===== src/rtl/neopixel_pkg.sv =====
// neopixel_pkg: timing constants shared with the neopixel transmitter and the
// receiver state encoding.
package neopixel_pkg;

  // Nominal transmitter timing in 20 MHz clock cycles
  localparam int T_BIT   = 25;
  localparam int T0H     = 6;
  localparam int T1H     = 12;
  localparam int T_LATCH = 1600;

  typedef enum logic [1:0] {
    SYNC_WAIT,
    IDLE,
    HIGH,
    LOW
  } rx_state_t;

endpackage


===== src/rtl/neopixel_sync.sv =====
// neopixel_sync: brings the asynchronous serial line into the clk domain with a
// 2-FF synchroniser and produces single-cycle rise/fall strobes from it.
module neopixel_sync (
  input  logic clk,
  input  logic rst_n,
  input  logic din,
  output logic din_s,
  output logic rise,
  output logic fall
);

  logic meta_q, meta_d;
  logic sync_q, sync_d;
  logic prev_q, prev_d;

  // Next values of the synchroniser chain and the one-cycle delayed copy
  always_comb begin
    meta_d = din;
    sync_d = meta_q;
    prev_d = sync_q;
  end

  // Synchroniser and edge-detect registers
  always_ff @(posedge clk or negedge rst_n) begin
    if (!rst_n) begin
      meta_q <= 1'b0;
      sync_q <= 1'b0;
      prev_q <= 1'b0;
    end else begin
      meta_q <= meta_d;
      sync_q <= sync_d;
      prev_q <= prev_d;
    end
  end

  assign din_s = sync_q;
  assign rise  = sync_q & ~prev_q;
  assign fall  = ~sync_q & prev_q;

endmodule


===== src/rtl/neopixel_rx.sv =====
// neopixel_rx: WS2812-style single-wire decoder. Classifies high pulses by width,
// assembles bytes MSB-first, reports byte index within the frame and flags the
// frame end on the latch gap. Optional forwarding of the line past this pixel's
// own bytes is enabled with the macro NEOPIXEL_RX_FWD_EN.
module neopixel_rx
  import neopixel_pkg::*;
#(
  parameter int HIGH_MIN     = 3,
  parameter int T1_MIN       = 9,
  parameter int HIGH_MAX     = 20,
  parameter int LATCH_CYCLES = 800,
  parameter int OWN_BYTES    = 3
) (
  input  logic       clk_20M,
  input  logic       nrst,
  input  logic       din,
  output logic [7:0] byte_data,
  output logic       byte_valid,
  output logic [5:0] byte_index,
  output logic       frame_done,
  output logic [5:0] frame_bytes,
  output logic       bit_err,
  output logic       dout
);

  localparam int HW = $clog2(HIGH_MAX + 2);
  localparam logic [HW-1:0] HI_MIN_C = HW'(HIGH_MIN);
  localparam logic [HW-1:0] T1_C     = HW'(T1_MIN);
  localparam logic [HW-1:0] HI_MAX_C = HW'(HIGH_MAX);
  localparam logic [HW-1:0] HI_SAT_C = HW'(HIGH_MAX + 1);
  localparam logic [10:0]   LATCH_C  = 11'(LATCH_CYCLES);

  function automatic logic [5:0] sat_inc6(input logic [5:0] v);
    return (v == 6'd63) ? v : v + 6'd1;
  endfunction

  logic            rst_meta_q, rst_n_q;
  logic            din_s, rise, fall;
  rx_state_t       state_q, state_d;
  logic [HW-1:0]   hi_cnt_q, hi_cnt_d;
  logic [10:0]     lo_cnt_q, lo_cnt_d;
  logic [2:0]      bit_cnt_q, bit_cnt_d;
  logic [5:0]      byte_cnt_q, byte_cnt_d;
  logic [7:0]      shift_q, shift_d;
  logic [7:0]      byte_data_q, byte_data_d;
  logic            byte_valid_q, byte_valid_d;
  logic [5:0]      byte_index_q, byte_index_d;
  logic            frame_done_q, frame_done_d;
  logic [5:0]      frame_bytes_q, frame_bytes_d;
  logic            bit_err_q, bit_err_d;
  logic            latch;
  logic            bit_val;
`ifdef NEOPIXEL_RX_FWD_EN
  localparam logic [5:0] OWN_LAST_C = 6'(OWN_BYTES - 1);
  logic fwd_active_q, fwd_active_d;
  logic dout_q, dout_d;
`endif

  // Reset synchroniser: asserts immediately, releases on a clock edge
  always_ff @(posedge clk_20M or negedge nrst) begin
    if (!nrst) begin
      rst_meta_q <= 1'b0;
      rst_n_q    <= 1'b0;
    end else begin
      rst_meta_q <= 1'b1;
      rst_n_q    <= rst_meta_q;
    end
  end

  neopixel_sync u_sync (
    .clk   (clk_20M),
    .rst_n (rst_n_q),
    .din   (din),
    .din_s (din_s),
    .rise  (rise),
    .fall  (fall)
  );

  assign latch   = (lo_cnt_q == LATCH_C);
  assign bit_val = (hi_cnt_q >= T1_C);

  // Pulse-width counters, next state, byte assembly and output strobes
  always_comb begin
    hi_cnt_d      = din_s ? ((hi_cnt_q == HI_SAT_C) ? hi_cnt_q : hi_cnt_q + 1'b1) : '0;
    lo_cnt_d      = din_s ? 11'd0 : (latch ? lo_cnt_q : lo_cnt_q + 11'd1);
    state_d       = state_q;
    bit_cnt_d     = bit_cnt_q;
    byte_cnt_d    = byte_cnt_q;
    shift_d       = shift_q;
    byte_data_d   = byte_data_q;
    byte_valid_d  = 1'b0;
    byte_index_d  = byte_index_q;
    frame_done_d  = 1'b0;
    frame_bytes_d = frame_bytes_q;
    bit_err_d     = 1'b0;
`ifdef NEOPIXEL_RX_FWD_EN
    fwd_active_d  = fwd_active_q;
    dout_d        = din_s & fwd_active_q;
`endif
    unique case (state_q)
      SYNC_WAIT: begin
        bit_cnt_d  = 3'd0;
        byte_cnt_d = 6'd0;
        if (latch) state_d = rise ? HIGH : IDLE;
      end
      IDLE: begin
        bit_cnt_d  = 3'd0;
        byte_cnt_d = 6'd0;
        if (rise) state_d = HIGH;
      end
      HIGH: begin
        // A pulse stuck high past the limit, or a falling edge with an illegal width
        if ((din_s && hi_cnt_q == HI_SAT_C) ||
            (fall && (hi_cnt_q < HI_MIN_C || hi_cnt_q > HI_MAX_C))) begin
          bit_err_d  = 1'b1;
          bit_cnt_d  = 3'd0;
          byte_cnt_d = 6'd0;
          state_d    = SYNC_WAIT;
`ifdef NEOPIXEL_RX_FWD_EN
          fwd_active_d = 1'b0;
`endif
        end else if (fall) begin
          shift_d   = {shift_q[6:0], bit_val};
          bit_cnt_d = bit_cnt_q + 3'd1;
          state_d   = LOW;
          if (bit_cnt_q == 3'd7) begin
            byte_valid_d = 1'b1;
            byte_data_d  = {shift_q[6:0], bit_val};
            byte_index_d = byte_cnt_q;
            byte_cnt_d   = sat_inc6(byte_cnt_q);
`ifdef NEOPIXEL_RX_FWD_EN
            if (byte_cnt_q == OWN_LAST_C) fwd_active_d = 1'b1;
`endif
          end
        end
      end
      LOW: begin
        if (latch) begin
          // A partial byte at the latch is an error; a frame with bytes is reported
          bit_err_d = (bit_cnt_q != 3'd0);
          if (byte_cnt_q != 6'd0) begin
            frame_done_d  = 1'b1;
            frame_bytes_d = byte_cnt_q;
          end
          bit_cnt_d  = 3'd0;
          byte_cnt_d = 6'd0;
          state_d    = rise ? HIGH : IDLE;
`ifdef NEOPIXEL_RX_FWD_EN
          fwd_active_d = 1'b0;
`endif
        end else if (rise) begin
          state_d = HIGH;
        end
      end
      default: state_d = SYNC_WAIT;
    endcase
  end

  // Decoder state, counters and registered outputs
  always_ff @(posedge clk_20M or negedge rst_n_q) begin
    if (!rst_n_q) begin
      state_q       <= SYNC_WAIT;
      hi_cnt_q      <= '0;
      lo_cnt_q      <= 11'd0;
      bit_cnt_q     <= 3'd0;
      byte_cnt_q    <= 6'd0;
      shift_q       <= 8'd0;
      byte_data_q   <= 8'd0;
      byte_valid_q  <= 1'b0;
      byte_index_q  <= 6'd0;
      frame_done_q  <= 1'b0;
      frame_bytes_q <= 6'd0;
      bit_err_q     <= 1'b0;
    end else begin
      state_q       <= state_d;
      hi_cnt_q      <= hi_cnt_d;
      lo_cnt_q      <= lo_cnt_d;
      bit_cnt_q     <= bit_cnt_d;
      byte_cnt_q    <= byte_cnt_d;
      shift_q       <= shift_d;
      byte_data_q   <= byte_data_d;
      byte_valid_q  <= byte_valid_d;
      byte_index_q  <= byte_index_d;
      frame_done_q  <= frame_done_d;
      frame_bytes_q <= frame_bytes_d;
      bit_err_q     <= bit_err_d;
    end
  end

`ifdef NEOPIXEL_RX_FWD_EN
  // Forwarding enable and the registered forwarded line
  always_ff @(posedge clk_20M or negedge rst_n_q) begin
    if (!rst_n_q) begin
      fwd_active_q <= 1'b0;
      dout_q       <= 1'b0;
    end else begin
      fwd_active_q <= fwd_active_d;
      dout_q       <= dout_d;
    end
  end

  assign dout = dout_q;
`else
  assign dout = 1'b0;
`endif

  assign byte_data   = byte_data_q;
  assign byte_valid  = byte_valid_q;
  assign byte_index  = byte_index_q;
  assign frame_done  = frame_done_q;
  assign frame_bytes = frame_bytes_q;
  assign bit_err     = bit_err_q;

endmodule


===== config.mk =====
export PLATFORM = sky130hd
export DESIGN_NAME = neopixel_rx
export DESIGN_NICKNAME = d
export VERILOG_FILES = /design/src/rtl/neopixel_pkg.sv /design/src/rtl/neopixel_sync.sv /design/src/rtl/neopixel_rx.sv
export SDC_FILE = /design/constraint.sdc
export NUM_CORES = 1
export LEC_CHECK = 0
export ABC_AREA = 1
export CORE_UTILIZATION = 45
export CTS_CLUSTER_SIZE = 24
export DETAILED_ROUTE_END_ITERATION = 12
export GPL_TIMING_DRIVEN = 0
export HOLD_SLACK_MARGIN = 0.02
export SYNTH_ARGS = -nofsm -noshare
export SYNTH_HDL_FRONTEND = slang
export SYNTH_SLANG_ARGS = --single-unit

===== constraint.sdc =====
create_clock -name clk_20M -period 2.2 [get_ports clk_20M]
set_clock_uncertainty 0.1 [all_clocks]
set_input_delay 0.33 -clock clk_20M [delete_from_list [all_inputs] [get_ports clk_20M]]
set_output_delay 0.33 -clock clk_20M [all_outputs]
set_load 0.02 [all_outputs]

Word level (Yosys, flattened, before mapping)

Cells that the tools add are included.

Word-level logic and storage cells: 88
Output and inout port bits: 24
Flip-flop bits (word level): 62

Add/subtract/negate cells: 4
$lt $le $gt $ge: 3
Reductions and logical operators: 14
Muxes and demuxes: 31
Equal/unequal tests: 14
Bitwise logic cells: 5

Operators by type and width:

| cell                  | number |
|---|---|
| $mux 6                | 5 |
| $mux 11               | 2 |
| $pmux 6 s3            | 1 |
| $mux 2                | 6 |
| $add 11x1->11 const B | 1 |
| $eq 11x10->1 const B  | 1 |
| $mux 5                | 2 |
| $mux 1                | 9 |
| $mux 3                | 3 |
| $ne 3x3->1 const B    | 3 |
| $pmux 3 s3            | 1 |
| $pmux 2 s4            | 1 |
| $reduce_and 4->1      | 2 |
| $add 6x1->6 const B   | 1 |
| $eq 6x6->1 const B    | 1 |
| $ne 2x2->1 const B    | 3 |
| $reduce_and 3->1      | 2 |
| $reduce_bool 6->1     | 1 |
| $add 5x1->5 const B   | 1 |
| $eq 5x5->1 const B    | 1 |
| $ge 5x4->1 const B    | 1 |
| $gt 5x5->1 const B    | 1 |
| $lt 5x2->1 const B    | 1 |
| $eq 2x2->1 const B    | 2 |
| other kinds (13)      | 19 |

Logic depth before layout (Yosys ltp)

Depth in word-level cells: 6
Gate-level depth with buffers: 14
Depth with buffers taken out: 13

Cells and area by module

A second synthesis with hierarchy kept.

Cells, all modules: 350
Area total of the unflattened synthesis: 3075.4 um^2

By module, submodules not included:

| module        | area each (um^2) | cells each | instances |
|---|---|---|---|
| neopixel_rx   | 2985.4           | 343        | 1 |
| neopixel_sync | 90.1             | 7          | 1 |

Worst setup path before layout

Ideal clock, no wire load.

Kind: register to register
From: register hi_cnt_q[1]
To: register byte_index_q[4] (netlist: byte_index[4])
Stages on the path, launching flop included: 14
Clock period less this slack: 1683 ps
Required time: 1983 ps
Path slack: 517 ps
Arrival time: 1466 ps
Path buffers: 1
Setup time: 117 ps
Cell sequence: dfrtp_1 > inv_1 > ha_1 > nand2_2 > nor2_4 > nand2_4 > nand2_1 > inv_2 > nand2_4 > nor2_8 > nand2_4 > buf_6 > nand2_1 > nand2_1

Cells in the longest elaborated chain, start to end: 6
Elaborated cells between the ends (all ways): 9
Classes of those cells: order compare: 2; eq/ne: 1; bitwise: 1; reduce/logical: 5

Ends and longest elaborated chain:

| item                                     | RTL line           | text |
|---|---|---|
| start: declaration                       | neopixel_rx.sv:40  | `logic [HW-1:0] hi_cnt_q, hi_cnt_d;` |
| start signal: assignment                 | neopixel_rx.sv:176 | `hi_cnt_q <= hi_cnt_d;` |
| $lt 5x2->1 or $gt 5x5->1 (tied branches) | neopixel_rx.sv:114 | `(fall && (hi_cnt_q < HI_MIN_C \|\| hi_cnt_q > HI_MAX_C))) begin` |
| $logic_or 1x1->1                         | neopixel_rx.sv:114 |  |
| $logic_and 1x1->1                        | neopixel_rx.sv:114 |  |
| $logic_or 1x1->1 (*)                     | neopixel_rx.sv:113 | `if ((din_s && hi_cnt_q == HI_SAT_C) \|\|` |
| $not 1->1 (no line) (*)                  | -                  |  |
| $reduce_and 4->1 (no line) (*)           | -                  |  |
| end signal: assignment                   | neopixel_rx.sv:183 | `byte_index_q <= byte_index_d;` |
| end: declaration                         | neopixel_rx.sv:47  | `logic [5:0] byte_index_q, byte_index_d;` |

Mark *: on every way between the ends. The rest lies on a longest branch, timed or not.
A chain may end at the register's enable or synchronous reset.

Final worst setup path

From: register hi_cnt_q[1]
To: register byte_data_q[0] (netlist: byte_data[0])

Cells in the longest elaborated chain, start to end: 6
Elaborated cells between the ends (all ways): 10
Classes of those cells: order compare: 3; eq/ne: 1; bitwise: 1; reduce/logical: 5

Ends and longest elaborated chain:

| item                                     | RTL line           | text |
|---|---|---|
| $lt 5x2->1 or $gt 5x5->1 (tied branches) | neopixel_rx.sv:114 |  |
| $logic_or 1x1->1                         | neopixel_rx.sv:114 |  |
| $logic_and 1x1->1                        | neopixel_rx.sv:114 |  |
| $logic_or 1x1->1                         | neopixel_rx.sv:113 |  |
| $not 1->1 (no line)                      | -                  |  |
| $reduce_and 4->1 (no line)               | -                  |  |
| end signal: assignment                   | neopixel_rx.sv:181 | `byte_data_q <= byte_data_d;` |
| end: declaration                         | neopixel_rx.sv:45  | `logic [7:0] byte_data_q, byte_data_d;` |

Several ways; a longest one is shown, not always the timed one.

==> flow_summary.yaml <==
global_route:
  grt_pass1_vias: 2175
  grt_pass1_wl_mm: 9.67
  grt-ovfl-total: 0
  antenna_found_initial: 0
  track_usage_pct: 17.5
  grt_max_degree: 35
critical_path:
  timing.rr.end: "byte_data[0]"
  r2r_setup_slack_ns: 0.30
  reg2reg_from: "hi_cnt_q[1]"
  cp.arrival_ns: 2.08
  critPathCaptureType: "flip-flop"
  worst_ep_required_time_ns: 2.37
  cp-start-kind: "flip-flop"
  worstPathMaxFanout: 10
  crit_type: "flip-flop to flip-flop"
  worstRegToRegCells: 13
power_and_ir_drop:
  p_int_mw: 1.76
  peakVddDrop_v: 0.000391
  netSwitchingPower_mw: 0.499
  power_density_mw_per_mm2: 642
  p_comb_share_pct: 3.6
  p_leak_nw: 1.85
  clkPwrFrac_pct: 44.3
  switching_share_pct: 22.0
  pwr-share-seq_pct: 52.0
sta:
  tns_ns: 0
  worst_slew_pin_slew_ns: 0.763
  period_needed_ns: 1.90
  timing.hold.ws_ns: 0.0521
  fin_crit_sh_pct: 86.6
  relSlewSlack_pct: 49.1
  fmax_mhz: 525
  setup_ws_ns: 0.295
  rsz0062_at_grt: "false"
  setup_violations: 0
  drv_slew: 0
  hold_viol_final: 0
placement:
  dp_hpwl_mm: 3.79
  place_congestion: 0.779
  portBuffers: 25
  pre_cts_ws_ns: 0.304
  dpl_cell_area_mm2: 0.00332
job:
  max-cap-violations: 0
synthesis:
  syn_area_per_cell_um2: 8.49
  synthDistinctLibCells: 27
  synth.net_count: 361
  synth_area_mm2: 0.00295
  ys_seq_area_share_pct: 52.5
  yosysWarningCount: 0
  synth.ff_latch_count: 62
  syn_inst: 348
clock_network:
  cts_max_level: 3
  cts_tree: "yes"
  cts-root-buf: "clkbuf_8"
  cts_buffer_depth: 2
  cts.sink_count: 62
  cts.clk_slew.worst_paths_ns: 0.07
  postCtsHoldBufs: 0
  clk_latency_ns: 0.33
  numCtsBuffers: 9
  post-cts-setup-buffers: 0
  cts_resized: 0
layout:
  n_antenna_cell: 0
  postLayoutCellArea_mm2: 0.00352
  final_common_cell: "nand2_1"
  final_cell_mix: "nand2_1, dfrtp_1, inv_1"
  area_delta_synth_final_pct: 19.2
  drive_gt1_share_pct: 10.0
  nets: 398
floorplanning:
  die-width_um: 83.0
  rows: 29
  die_y_um: 83.0
  start_util_pct: 46.5
  core-area_mm2: 0.00635
  ios: 27
  design.die.area_mm2: 0.00689
detailed_routing:
  drc: 0
  wl_per_cell_um: 11.6
  ant_nets: 0
  vias_per_cell: 4.84
  wirelength_mm: 5.39
  vias: 2260
  drt_pre_antenna_iters: 4
  drt-initial-drc-count: 151
min_path:
  hold_path.class: "input pin to async pin"
outcome:
  status: "finished, final reports clean"
==> cell families (layout without fill, tap and decap cells) <==
kind of cell | after synthesis | after routing | synth area share, %
and+or+nand+nor | 188 | 188 | 28.3
buffers and inverters | 45 | 87 | 6.74
xor gates and xnor gates | 6 | 6 | 1.78
adders and majority gates | 10 | 10 | 4.24
DFF | 62 | 62 | 52.5
AOI/OAI and AO/OA | 35 | 35 | 6.14
other | 2 | 2 | 0.254
==> layout make-up <==
| class | count | area (um2) |
|---|---|---|
| timing repair buffer | 26 | 270 |
| clock buffer | 12 | 155 |
| inverter | 35 | 131 |
| sequential | 62 | 1550 |
| fill | 562 | 2830 |
| multi-input combinational | 241 | 1200 |
| buffer | 10 | 67.6 |
| clock inverter | 4 | 45.0 |
| tap | 77 | 96.3 |
==> Yosys cell counts (all sizes together) <==
cell    number  share of area (%)
nand2      127                 17
dfrtp       62                 53
inv         35                4.4
nand3       26                4.6
o21ai       24                4.1
nor2        23                3.7
ha          10                4.2
nor3         9                1.9
a21oi        8                1.4
buf          6                1.8
xor2         6                1.8
clkbuf       4               0.51
conb         2               0.25
a31oi        1               0.21
nand3b       1               0.25
nand4        1               0.21
nor4         1               0.21
o211ai       1               0.25
o21a         1               0.25
==> power by group through the flow <==
stage | logic (mW) | registers, mW | clock network (mW)
CTS | 0.0836 | 1.18 | 1.04
detailed placement | 0.0830 | 1.20 | 0
floorplan | 0.0543 | 1.20 | 0
global placement | 0.0677 | 1.21 | 0
finish | 0.0819 | 1.18 | 1.00
global route | 0.0933 | 1.18 | 1.08
==> worst max-delay path, stage by stage, from the launching register on <==
cell	delay (ns)
dfrtp_1	0.43
inv_1	0.12
ha_1	0.15
inv_1	0.04
nand2_1	0.05
nand2_1	0.05
nand2_1	0.05
nand2_1	0.07
nand2_2	0.11
nand2_2	0.12
nor3_4	0.28
buf_6	0.19
nand2_1	0.06
nand2_1	0.05
==> per-layer routing <==
metal,vias to the layer above,part of all wire [%],global-route usage (%)
li1,1167,-,-
met1,1039,50,23.3
met2,48,44,26.8
met3,6,4.3,4.47
met4,0,1.1,8.46
met5,-,0,0
==> state kept, by name, indices dropped and copies added (netlist names) <==
name           cells
bit_cnt_q          3
bit_err            1
byte_cnt_q         6
byte_data          8
byte_index         6
byte_valid         1
frame_bytes        6
frame_done         1
hi_cnt_q           5
lo_cnt_q          11
rst_meta_q         1
rst_n_q            1
shift_q            7
state_q            2
u_sync.din_s       1
u_sync.meta_q      1
u_sync.prev_q      1
==> stage by stage <==
step	total power [mW]	instances	utilization, %
after global placement	1.28	450	52.0
after floorplan	1.25	348	-
after CTS	2.30	467	55.4
after global routing	2.35	467	55.4
after detailed placement	1.28	451	52.3
final	2.26	467	55.4
==> how the worst max path moves through the flow <==
stage	from	end	slack (ns)	cells after the start
after detailed placement	lo_cnt_q[0]	frame_bytes[2]	0.30	10
after floorplan	rst_n_q	bit_cnt_q[0]	0.25	0
after global placement	rst_n_q	byte_valid	-0.53	0
final	hi_cnt_q[1]	byte_data[0]	0.30	13
after global routing	lo_cnt_q[0]	frame_bytes[2]	0.1	10
after CTS	hi_cnt_q[0]	byte_data[0]	0.29	13
Power figures use the tool's default switching activity.
==> variant: new RTL, same settings <==
Encoding of `rx_state_t`: now one-hot (4 bits for 4 states).
--- a/src/rtl/neopixel_pkg.sv
+++ b/src/rtl/neopixel_pkg.sv
@@ -9,9 +9,9 @@
   localparam int T_LATCH = 1600;
 
-  typedef enum logic [1:0] {
-    SYNC_WAIT,
-    IDLE,
-    HIGH,
-    LOW
+  typedef enum logic [3:0] {
+    SYNC_WAIT = 4'b0001,
+    IDLE      = 4'b0010,
+    HIGH      = 4'b0100,
+    LOW       = 4'b1000
   } rx_state_t;
 
Behaviour: no difference found for any inputs over 10 cycles, from zero or initial values and one cycle with nrst low; not proved beyond that.
==> variant against the original RTL <==
The run now ends with design-rule violations left. Via count rose by 6.6%. Design area increased by 3.0%. Power grew 0.27%. Die area rose by 3.9%. Utilization is 0.69 points higher. Sequential cell count increased by 2. Routed wire length up 9.8%. Area after synthesis grew 4.0%. Setup slack worse by 42 ps. Critical endpoint is now byte_cnt_q[4]. Largest cell class unchanged.
==> variant: results (changes against the original RTL) <==
Synthesis:
- By area the synthesized netlist is led by dfrtp_1 (51%), nand2_1 (14%), o21ai_0 (5.5%).
- The sequential-to-total area share from yosys stat is 52.2% (-0.36 points).
- The XOR/XNOR share of the synthesized area was 1.14% (-0.64 points).
- Counting instances in the post-synthesis netlist gives the leading cell types as nand2_1 (112), dfrtp_1 (63), inv_1 (36), o21ai_0 (34), nor2_1 (31).
- The post-synthesis cell count is 367 (+5.5%).
- The distinct cell type count after synthesis is 31 (+15%).
- The adder-cell share of the synthesized area is 4.07% (-0.16 points).
- The net count after synthesis is 380 (+5.3%).
- The complex-gate fraction of the synthesized area is 8.27% (+2.1 points).

Pwr:
- The switching power is 0.505 mW (+1.2%).
- The worst ir drop on vdd is 442 uV (+13%).
- The total power density per cell area is 625 nW/um^2 (-2.6%).
- The part of the power in combinational logic came to 3.8% (+0.2 points).
- The leakage power of the design is 1.83 nW (-1.1%).

Global route:
- The global-route wire length before repair is 10,600 microns (+9.4%).
- The via count of the first global-routing pass came to 2,346 (+7.9%).
- The met1 track utilization from global routing is 23.2% (-0.11 points).
- The met2 global-route usage was 31.9% (+5.2 points).
- The global routing met3 resource utilization is 5.60% (+1.1 points).
- The total global-route track usage is 18.9% (+1.4 points).

Place:
- The worst setup slack before clock tree synthesis is 254 ps (-49.7 ps).
- The placed cell area is 3440 sq um (+3.6%).
- The total instance count after detailed placement was 470 (+4.2%).
- The routability congestion estimate came to 0.822 (+5.5%).
- The half-perimeter wire length after placement is 4280 microns (+13%).

Routing:
- The total iterations of the first detailed-routing run is 10 (+6).
- The post-detailed-route DRC marker count is 1 (+1).
- The met3 layer wire length in the routed design came to 197 microns (-15%).
- The detailed-route wire length per cell was 12.2 microns (+5.7%).
- The number of design-rule violations left by the first detailed-router iteration was 81 (-46%).
- The routed via count divided by cell count was 4.97 (+2.6%).
- The met1 routed wirelength after detailed routing is 2880 microns (+6.5%).
- The met2 layer wire length in the routed design came to 2780 microns (+16%).

Clock network:
- The clock latency reported for the late side of the worst-skew pair is 330 ps (about the same).
- The H-tree level count is 3 (unchanged).
- The clock tree root driver cell is clkbuf_8.

Critical path:
- The largest stage delay on the critical path is 410 ps (-20 ps).

Status:
- The final reports fail on design-rule violations.
- The flow ran to the end, but the final reports show violations.

Layout:
- The non-filler instance count after layout is 485 (+3.9%).
- The number of nets in the layout came to 417 (+4.8%).
- The layout cell share with drive strength beyond 1 was 10.0% (+0.049 points).
- The final-layout fill cell count was 633 (+13%).

STA:
- The transition at the pin with the smallest max-transition slack is 631 ps (-132 ps).
==> variant: final cells by class <==
class	count	area (sq um)	share of cell area (%)
multi-input combinational	255	1270	35.0
timing repair buffer	26	270	7.45
clock inverter	4	45.0	1.24
inverter	40	150	4.14
buffer	8	48.8	1.35
sequential	64	1600	44.2
clock buffer	11	141	3.90
tap	77	96.3	2.66
==> variant: final timing paths <==
kind / from / endpoint / slack (ps) / cells past startpoint
worst min register to register: rst_n_q / shift_q[4] / 190 / 0
worst max register to register: hi_cnt_q[1] / byte_cnt_q[4] / 250 / 11
min in group clk_20M: rst_meta_q / rst_n_q / 250 / 0
max in group asynchronous: rst_n_q / state_q[0] / 1140 / 1
worst min-delay path: nrst / rst_meta_q / 50 / 1
worst max-delay path: hi_cnt_q[1] / byte_cnt_q[4] / 250 / 11
==> variant: kinds of logic after synthesis <==
family / after synthesis
xor+xnor: 4
flops: 64
other cells: 2
fa+ha+maj: 10
compound gates: 49
simple gates: 190
buf+inv: 48
